===== src/rtl/mem_access_stage.sv =====
// rtl/mem_access_stage.sv - load/store pipeline stage with request/grant/response data-memory port
// Optional feature macro: MEM_MISALIGN_TRAP_EN (misaligned accesses complete with err_o instead of being masked)
module mem_access_stage #(
  parameter int XLEN   = 32,
  parameter int ADDR_W = 32,
  parameter int RD_W   = 5
) (
  input  logic              clk,
  input  logic              reset,
  input  logic              prev_valid_i,
  output logic              self_ready_o,
  output logic              self_valid_o,
  input  logic              next_ready_i,
  input  logic              stall_i,
  input  logic              is_load_i,
  input  logic              is_store_i,
  input  logic [2:0]        funct3_i,
  input  logic [ADDR_W-1:0] addr_i,
  input  logic [XLEN-1:0]   wdata_i,
  input  logic [RD_W-1:0]   rd_i,
  output logic              dmem_req_o,
  output logic              dmem_we_o,
  output logic [ADDR_W-1:0] dmem_addr_o,
  output logic [XLEN/8-1:0] dmem_be_o,
  output logic [XLEN-1:0]   dmem_wdata_o,
  input  logic              dmem_gnt_i,
  input  logic              dmem_rvalid_i,
  input  logic [XLEN-1:0]   dmem_rdata_i,
  output logic [XLEN-1:0]   data_o,
  output logic [RD_W-1:0]   rd_o,
  output logic              err_o
);

  localparam int NB = XLEN / 8;
  localparam int LW = $clog2(NB);

  typedef enum logic [1:0] {IDLE, REQ, WAIT, DONE} state_t;

  state_t            r_state;
  logic              r_valid;
  logic              r_req;
  logic              r_we;
  logic [ADDR_W-1:0] r_addr;
  logic [NB-1:0]     r_be;
  logic [XLEN-1:0]   r_wdata;
  logic [XLEN-1:0]   r_data;
  logic [RD_W-1:0]   r_rd;
  logic              r_err;
  logic              r_is_load;
  logic [2:0]        r_funct3;
  logic [LW-1:0]     r_off;

  logic              w_accept;
  logic              w_mem;
  logic [LW-1:0]     w_off;
  logic [LW-1:0]     w_mask;
  logic [LW-1:0]     w_aoff;
  logic              w_illegal_w;
  logic              w_misal;
  logic              w_err;
  logic [NB-1:0]     w_be;
  logic [XLEN-1:0]   w_wdata;
  logic [ADDR_W-1:0] w_addr_al;
  logic [XLEN-1:0]   w_shifted;
  logic [XLEN-1:0]   w_load;

  // Acceptance: a finished result may be handed off and replaced in the same cycle
  assign self_ready_o = !stall_i && ((r_state == IDLE) || ((r_state == DONE) && next_ready_i));
  assign w_accept     = prev_valid_i && self_ready_o;
  assign w_mem        = is_load_i || is_store_i;

  // Access size mask from funct3[1:0]: size-1 in bytes, truncated to the lane index width
  assign w_off       = addr_i[LW-1:0];
  assign w_mask      = LW'((4'd1 << funct3_i[1:0]) - 4'd1);
  assign w_aoff      = w_off & ~w_mask;
  assign w_illegal_w = (funct3_i == 3'b111) ||
                       ((XLEN != 64) && ((funct3_i == 3'b011) || (funct3_i == 3'b110)));
`ifdef MEM_MISALIGN_TRAP_EN
  assign w_misal     = |(w_off & w_mask);
`else
  assign w_misal     = 1'b0;
`endif
  assign w_err       = w_mem && (w_illegal_w || w_misal);
  assign w_addr_al   = {addr_i[ADDR_W-1:LW], {LW{1'b0}}};

  // Byte enables and lane-replicated store data for the incoming access
  always_comb begin
    w_be    = '0;
    w_wdata = wdata_i;
    case (funct3_i[1:0])
      2'b00: begin
        w_be    = NB'(1) << w_aoff;
        w_wdata = {NB{wdata_i[7:0]}};
      end
      2'b01: begin
        w_be    = NB'(3) << w_aoff;
        w_wdata = {(NB/2){wdata_i[15:0]}};
      end
      2'b10: begin
        w_be    = NB'(15) << w_aoff;
        w_wdata = {(NB/4){wdata_i[31:0]}};
      end
      default: begin
        w_be    = '1;
        w_wdata = wdata_i;
      end
    endcase
  end

  // Load data: bring the addressed lane down to bit 0, then sign- or zero-extend
  assign w_shifted = dmem_rdata_i >> {r_off, 3'b000};
  always_comb begin
    w_load = w_shifted;
    case (r_funct3)
      3'b000:  w_load = XLEN'($signed(w_shifted[7:0]));
      3'b001:  w_load = XLEN'($signed(w_shifted[15:0]));
      3'b010:  w_load = XLEN'($signed(w_shifted[31:0]));
      3'b100:  w_load = XLEN'(w_shifted[7:0]);
      3'b101:  w_load = XLEN'(w_shifted[15:0]);
      3'b110:  w_load = XLEN'(w_shifted[31:0]);
      default: w_load = w_shifted;
    endcase
  end

  // Stage FSM: accept, request until granted, wait for read data, hold result until taken
  always_ff @(posedge clk or posedge reset) begin
    if (reset) begin
      r_state   <= IDLE;
      r_valid   <= 1'b0;
      r_req     <= 1'b0;
      r_we      <= 1'b0;
      r_addr    <= '0;
      r_be      <= '0;
      r_wdata   <= '0;
      r_data    <= '0;
      r_rd      <= '0;
      r_err     <= 1'b0;
      r_is_load <= 1'b0;
      r_funct3  <= 3'b000;
      r_off     <= '0;
    end else if (w_accept) begin
      r_rd      <= rd_i;
      r_funct3  <= funct3_i;
      r_is_load <= is_load_i;
      r_off     <= w_aoff;
      if (!w_mem || w_err) begin
        r_state <= DONE;
        r_valid <= 1'b1;
        r_err   <= w_err;
        r_data  <= w_err ? '0 : wdata_i;
        r_req   <= 1'b0;
        r_we    <= 1'b0;
      end else begin
        r_state <= REQ;
        r_valid <= 1'b0;
        r_err   <= 1'b0;
        r_req   <= 1'b1;
        r_we    <= is_store_i;
        r_addr  <= w_addr_al;
        r_be    <= w_be;
        r_wdata <= w_wdata;
      end
    end else begin
      case (r_state)
        REQ: begin
          if (dmem_gnt_i) begin
            r_req <= 1'b0;
            r_we  <= 1'b0;
            if (r_is_load) begin
              r_state <= WAIT;
            end else begin
              r_state <= DONE;
              r_valid <= 1'b1;
              r_data  <= '0;
            end
          end
        end
        WAIT: begin
          if (dmem_rvalid_i) begin
            r_state <= DONE;
            r_valid <= 1'b1;
            r_data  <= w_load;
          end
        end
        DONE: begin
          if (next_ready_i) begin
            r_state <= IDLE;
            r_valid <= 1'b0;
          end
        end
        default: r_state <= IDLE;
      endcase
    end
  end

  assign self_valid_o = r_valid;
  assign dmem_req_o   = r_req;
  assign dmem_we_o    = r_we;
  assign dmem_addr_o  = r_addr;
  assign dmem_be_o    = r_be;
  assign dmem_wdata_o = r_wdata;
  assign data_o       = r_data;
  assign rd_o         = r_rd;
  assign err_o        = r_err;

endmodule


===== config.mk =====
export PLATFORM = sky130hd
export DESIGN_NAME = mem_access_stage
export DESIGN_NICKNAME = d
export VERILOG_FILES = /design/src/rtl/mem_access_stage.sv
export SDC_FILE = /design/constraint.sdc
export NUM_CORES = 1
export LEC_CHECK = 0
export ABC_CLOCK_PERIOD_IN_PS = 5560
export CORE_UTILIZATION = 45
export DETAILED_ROUTE_END_ITERATION = 12
export PLACE_DENSITY = 0.82
export SETUP_SLACK_MARGIN = 0.4
export SLEW_MARGIN = 5
export SYNTH_ARGS = -nofsm -noshare
export SYNTH_HDL_FRONTEND = slang
export SYNTH_SLANG_ARGS = --single-unit

===== constraint.sdc =====
create_clock -name clk -period 5.56 [get_ports clk]
set_input_delay 1.39 -clock clk [delete_from_list [all_inputs] [get_ports clk]]
set_output_delay 1.39 -clock clk [all_outputs]
set_load 0.02 [all_outputs]

==> Flow_metrics.wiki, run 1 <==
{| class="wikitable"
! Metric !! Value
|-
| Reg2Reg Capture Point || data_o[24]
|-
| Fraction of layout instances using a drive strength above 1 || 15.28%
|-
| Crit path max fanout || 6
|-
| Die X || 116.4 µm
|-
| Row count || 41
|-
| Detailed-routing iteration count for the pre-antenna-repair pass || 5
|-
| Non-filler instance count after layout || 918
|-
| TritonCTS Sinks || 115
|-
| Global-route wire length before repair || 28660 µm
|-
| Cell-by-cell listing of the critical path || clkdlybuf4s50_1 > a21oi_1 > nor2_1 > clkdlybuf4s50_1
|-
| Die span in y || 116.4 µm
|-
| Post-synthesis sequential area ratio || 48.88%
|-
| Cell depth of the worst hold path || 2
|-
| Starting Density || 46.46%
|-
| Area of the placeable core || 12670 µm²
|-
| Buffers from clock root to sink, at most || 2
|-
| Startpoint Class || input port
|-
| Leakage power figure || 0.003657 µW
|-
| Signal arrival time at the worst endpoint || 3.09 ns
|-
| Count of endpoints failing hold in the final timing report || 0
|-
| Vias in the first global route || 5268
|-
| Total via count after detailed routing || 5183
|-
| Number of primary I/O pins || 223
|-
| Kind of critical path || input port to output pin
|-
| Final period util || 80.61%
|-
| Kind of cell adding the most delay to the critical path || buffers and inverters
|-
| P&R area growth vs syn || 49.27%
|-
| Mapped Cells || 521
|-
| Distinct cell type count after synthesis || 45
|-
| Hold WC Path Type || flip-flop to flip-flop
|-
| Tmin final || 4.482 ns
|-
| Cells on worst reg2reg path || 4
|-
| Transition time at the pin with the least slew margin || 1.212 ns
|-
| Multi-input combinational cell area || 2793 µm²
|-
| Detailed-route DRC error count || 0
|-
| Number of nets in the finished design || 856
|-
| Final ANT Viol Nets || 0
|-
| Cts bufs inserted || 17
|-
| Initial detailed-routing violation count || 577
|-
| Category of the worst setup path capture point || output pin
|-
| VDD IR max || 0.4009 mV
|-
| Post-cts hold buffer count || 0
|-
| Post-Syn Area || 5887 µm²
|-
| Flip-flop cell with the highest count after synthesis || dfrtp_1
|-
| Post-detailed-route via-to-cell ratio || 5.646
|-
| GRT overflow || 0
|-
| Count of final max-slew check failures || 0
|-
| Register-to-register setup slack || 2.91 ns
|-
| Run status || finished, final reports clean
|-
| Max-Slew Margin vs Limit || 18.69%
|-
| Number of buffers added for setup after CTS || 0
|-
| Number of fillers in the final layout || 942
|-
| Largest net degree at the start of global routing || 74
|-
| Leading cell type in the layout, fill and taps excluded || clkdlybuf4s50_1
|-
| Placed wire-length estimate || 13830 µm
|-
| H-tree lvl count || 4
|-
| Clock network latency to the later pin of the worst-skew pair || 0.42 ns
|-
| Number of antenna repair diodes || 0
|-
| CTS resizes || 0
|-
| Slowest stage cell on the critical path || a21oi_1
|-
| Routed length per instance || 20.36 µm
|-
| Destination of the worst hold path || rd_o[2]
|-
| Root buf cell || clkbuf_16
|-
| Max-cap check violation count || 0
|-
| Yosys warning count || 0
|-
| Worst EP required || 4.17 ns
|-
| Count of endpoints failing setup in the final report || 0
|-
| Power density of the placed cells || 585.7 nW/µm²
|-
| Placed cell count || 886
|-
| Worst hold path startpoint || rd_o[2]
|-
| Largest clock skew in the final design || 0.01047 ns
|-
| Final GP Congestion || 0.8507
|-
| TritonCTS clock tree || yes
|-
| Worst reg2reg path startpoint || r_off[1]
|-
| Post-route setup TNS || 0 ns
|-
| Top library cells by usage in the layout, fill and taps aside || clkdlybuf4s50_1 (220), dfrtp_1 (115), nand2_1 (60)
|-
| Total die area || 13540 µm²
|-
| Area of all sequential standard cells || 2878 µm²
|-
| Post-synth EDFFs || 0
|-
| Sum of buffers and inverters on the critical path || 2
|-
| Post-synth ARST share || 100.0%
|-
| Mean area per synthesized cell || 11.30 µm²
|-
| Delay of the slowest critical-path stage || 0.61 ns
|-
| Maximum operating frequency || 0.2231 GHz
|-
| Most frequent cell on the critical path || clkdlybuf4s50_1
|-
| Unrepaired setup endpoints after global routing || false
|-
| CTS clock-pin slew for the worst setup and hold paths || 0.06 ns
|-
| Tot GR Track Use || 28.72%
|-
| Post-synthesis sequential element count || 115
|-
| Antenna violations before repair || 0
|-
| Number of buffers added on ports || 220
|-
| Final wirelength || 18690 µm
|}
how the worst max path moves through the flow:
stage                 startpoint      endpoint  cells past startpoint
floorplan                  reset     data_o[0]                      1
global placement    next_ready_i  self_ready_o                      4
detailed placement  next_ready_i  self_ready_o                      4
CTS                 next_ready_i  self_ready_o                      4
global route        next_ready_i  self_ready_o                      4
finish              next_ready_i  self_ready_o                      4
worst min-delay path: cells and delay by family, from the launching register on:
family | cells | cell delay [ns]
AND/OR/NAND/NOR | 2 | 0.10
flip-flops | 1 | 0.34
flip-flops by register name, summed over array words and instances (netlist names):
name and count:
dmem_be_o 4, dmem_we_o 1, dmem_wdata_o 32, self_valid_o 1
r_state 2, dmem_addr_o 30, dmem_req_o 1, err_o 1
rd_o 5, r_off 2, r_is_load 1, r_funct3 3
data_o 32
power by group:
group / total, µW / switching [µW] / leakage, µW / internal [µW]
clock network: 1080 / 421 / 0.000280 / 662
registers: 1480 / 250 / 0.00142 / 1230
logic: 2580 / 1330 / 0.00195 / 1250
total: 5150 / 2000 / 0.00366 / 3140
per-stage QoR:
stage               utilization, %  worst slack (ns)  area [µm²]  hold slack [ns]  power (µW)
global placement             64.74             1.103        8203           0.4579        3990
CTS                          69.35             1.076        8787           0.4772        5162
floorplan                        -             1.126        5891           0.4822        2943
detailed placement           64.74             1.090        8203           0.4621        4059
finish                       69.35             1.078        8787           0.4737        5147
global route                 69.35            0.9900        8787           0.5001        5416
cell families (layout without fill, tap and decap cells):
kind of cell,count (synthesis),count (layout),synth area share [%]
other,1,2,0.06370
AND/OR/NAND/NOR,106,106,8.672
adder cells (fa/ha/maj),10,10,2.125
multiplexers,88,88,17.13
buffers and inverters,48,272,3.868
flip-flops,115,115,48.88
AO/OA/AOI/OAI,153,153,19.26
cell usage after synthesis, drive strengths merged, types with 2 or more instances:
library cell	count	area, µm²
a211oi	22	187.7
a21o	3	30.02
a21oi	9	48.80
a221oi	8	70.07
a22oi	24	180.2
a31oi	16	100.1
a32o	8	80.08
buf	21	125.1
clkbuf	17	65.06
dfrtp	115	2878
ha	10	125.1
inv	10	37.54
mux2	72	848.3
mux2i	16	160.2
nand2	60	225.2
nand2b	5	31.28
nand3b	8	60.06
nand4	2	12.51
nor2	5	18.77
nor2b	20	125.1
o211ai	10	75.07
o21ai	24	120.1
o2bb2ai	9	78.83
o31ai	16	120.1
or2	2	12.52
layout make-up:
| cell class | count | area share (%) |
|---|---|---|
| multi-input cells | 359 | 31.78 |
| well taps | 172 | 2.449 |
| inverters | 10 | 0.4556 |
| clock inverters | 15 | 1.808 |
| clock buffers | 17 | 4.841 |
| repair buffers | 230 | 25.91 |
| flip-flops and latches | 115 | 32.75 |
routing by layer:
metal  vias to the layer above  GRT usage [%]  wire length (µm)
li1                       2367              -                 -
met1                      2531          36.81              7264
met2                       253          46.15              8988
met3                        32          9.289              1960
met4                         0          9.145               477
met5                         -              0                 0
(Power assumes the default switching activity.)
==> run 2: changes to the inputs <==
- ABC_CLOCK_PERIOD_IN_PS: 5560 -> 4090
- CORE_UTILIZATION: 45 -> 40
- PLACE_DENSITY: 0.82 -> 0.77
- clock period: 5.56 -> 4.09 ns (I/O delays scaled with it)
==> run 2 against run 1 <==
Effect of this change: critical path depth stayed put; clock-buffer cell count is 3 higher; global-route usage is 2.8 points lower; critical path type unchanged; critical endpoint unchanged; utilization is 6.5 points lower.
==> Flow_metrics.wiki, run 2 (synthesized netlist as in run 1, its figures left out) <==
{| class="wikitable"
! Metric !! Value
|-
| Switching fraction of total power || 38.06%
|-
| Worst Hold Slack || 0.4781 ns
|-
| Clock network latency to the later pin of the worst-skew pair || 0.41 ns
|-
| Sum of buffers and inverters on the critical path || 2
|-
| Tmin final || 3.527 ns
|-
| Dpl cell area || 8249 µm²
|-
| Crit path setup slack, layout || 0.5627 ns
|-
| Largest net degree at the start of global routing || 92
|-
| Count of final max-slew check failures || 0
|-
| Detailed-routing iteration count for the pre-antenna-repair pass || 5
|-
| Die X || 123.3 µm
|-
| Final period util || 86.24%
|-
| Count of endpoints failing hold in the final timing report || 0
|-
| Initial detailed-routing violation count || 293
|-
| Unrepaired setup endpoints after global routing || false
|-
| Comb power frac || 49.8%
|-
| Fraction of layout instances using a drive strength above 1 || 15.49%
|-
| P&R area growth vs syn || 50.44%
|-
| TritonCTS Sinks || 115
|-
| Startpoint Class || input port
|-
| Final core utilization || 62.83%
|-
| Starting Density || 41.76%
|-
| Number of buffers added on ports || 220
|-
| Number of fillers in the final layout || 1146
|-
| Buffers from clock root to sink, at most || 2
|-
| Global-route wire length before repair || 29040 µm
|-
| Number of buffers added for setup after CTS || 0
|-
| Design Area, Final || 8856 µm²
|-
| Final wirelength || 19220 µm
|-
| Portion of total power attributed to the clock network || 21.4%
|-
| Transition time at the pin with the least slew margin || 0.9470 ns
|-
| Switch Pwr || 2679 µW
|-
| Internal power component || 4360 µW
|-
| Worst EP required || 3.07 ns
|-
| Vias in the first global route || 5271
|-
| H-tree lvl count || 4
|-
| Detailed-route DRC error count || 0
|-
| Maximum operating frequency || 0.2835 GHz
|-
| Post-route setup TNS || 0 ns
|-
| Register-to-register setup slack || 1.56 ns
|-
| Placed wire-length estimate || 14110 µm
|-
| Largest clock skew in the final design || 0.006081 ns
|-
| Max-cap check violation count || 0
|-
| Dpl ws || 0.3455 ns
|-
| Max-Slew Margin vs Limit || 36.87%
|-
| Final GP Congestion || 0.8648
|-
| Delay of the slowest critical-path stage || 0.55 ns
|-
| Cts bufs inserted || 17
|-
| Total die area || 15210 µm²
|-
| Tot GR Track Use || 25.91%
|-
| Leakage power figure || 0.003675 µW
|-
| Slowest stage cell on the critical path || clkdlybuf4s50_1
|-
| Crit path max fanout || 6
|-
| Count of endpoints failing setup in the final report || 0
|-
| Antenna violations before repair || 0
|-
| Power density of the placed cells || 794.9 nW/µm²
|-
| Number of primary I/O pins || 223
|-
| Total via count after detailed routing || 5161
|-
| Number of nets in the finished design || 859
|-
| Root buf cell || clkbuf_16
|-
| Category of the worst setup path capture point || output pin
|-
| GRT overflow || 0
|-
| Post-detailed-route via-to-cell ratio || 5.555
|-
| TritonCTS clock tree || yes
|-
| CTS clock-pin slew for the worst setup and hold paths || 0.05 ns
|-
| Part of the power in registers || 28.8%
|-
| Leading cell type in the layout, fill and taps excluded || clkdlybuf4s50_1
|-
| Die span in y || 123.3 µm
|-
| Cell-by-cell listing of the critical path || clkdlybuf4s50_1 > a21oi_2 > nor2_1 > clkdlybuf4s50_1
|-
| Most frequent cell on the critical path || clkdlybuf4s50_1
|-
| VDD IR max || 0.3539 mV
|-
| Area of the placeable core || 14100 µm²
|-
| Kind of cell adding the most delay to the critical path || buffers and inverters
|-
| Row count || 43
|-
| Run status || finished, final reports clean
|-
| Kind of critical path || input port to output pin
|-
| Top library cells by usage in the layout, fill and taps aside || clkdlybuf4s50_1 (220), dfrtp_1 (115), nand2_1 (60)
|-
| Hold WC Path Type || flip-flop to flip-flop
|-
| Signal arrival time at the worst endpoint || 2.50 ns
|-
| Routed length per instance || 20.69 µm
|-
| Final ANT Viol Nets || 0
|-
| Number of antenna repair diodes || 0
|}
## run 2: changes by cell type in the layout (fill, tap and decap cells not counted), sizes merged
cell and delta:
inv -3, bufinv +1, clkbuf +3, buf +3, clkinvlp +2, clkinv -3
## run 2: repair_timing
| item | in CTS | in global routing |
|---|---|---|
| setup endpoints to repair | 1 | 0 |
| gates resized for setup | 1 | 0 |
| hold buffers | 0 | 0 |
| hold endpoints to repair | 0 | 0 |
## run 2: worst min-delay path, cell delays in order, from the launching register on
cell and delay (ns):
dfrtp_1 0.34, nand2_1 0.05, nand2_1 0.05
## run 2: final timing paths
path | cells past startpoint | startpoint | to
setup / recovery | 4 | next_ready_i | self_ready_o
hold / removal | 2 | rd_o[4] | rd_o[4]
setup reg to reg | 6 | r_state[1] | data_o[2]
hold reg to reg | 2 | rd_o[4] | rd_o[4]
max in group asynchronous | 3 | reset | data_o[14]
min in group asynchronous | 2 | reset | dmem_we_o
## run 2: layer usage
metal / GRT usage (%) / vias to the layer above / share of wire, %
met5: 0 / - / 0
met4: 12.58 / 0 / 3.2
li1: - / 2369 / -
met2: 40.43 / 210 / 48
met3: 6.550 / 36 / 6.6
met1: 33.51 / 2546 / 43
## run 2: power by group through the flow
| stage | Clock (µW) | Combinational (µW) | Sequential, µW |
|---|---|---|---|
| floorplan | 0 | 1450 | 2550 |
| global placement | 0 | 3430 | 2000 |
| detailed placement | 0 | 3490 | 2030 |
| CTS | 1530 | 3510 | 2030 |
| global route | 1570 | 3750 | 2090 |
| finish | 1510 | 3510 | 2020 |
## run 2: through the flow
stage / total power (µW) / instances
global route: 7415 / 929
global placement: 5434 / 897
CTS: 7066 / 929
floorplan: 4002 / 522
detailed placement: 5524 / 897
finish: 7039 / 929
## run 2: cell type report
type	instances	area [µm²]	share of cell area, %
clock buffers	20	446.7	5.044
clock inverters	12	156.4	1.766
inverters	10	41.29	0.4662
multi-input cells	359	2796	31.58
flip-flops and latches	115	2878	32.50
well taps	180	225.2	2.543
repair buffers	233	2312	26.11
==> run 3: changes to the inputs <==
- TNS_END_PERCENT: not set -> 20
==> results of run 3 <==
Same layout as run 2: the final DEF is identical, and so are final timing and power.
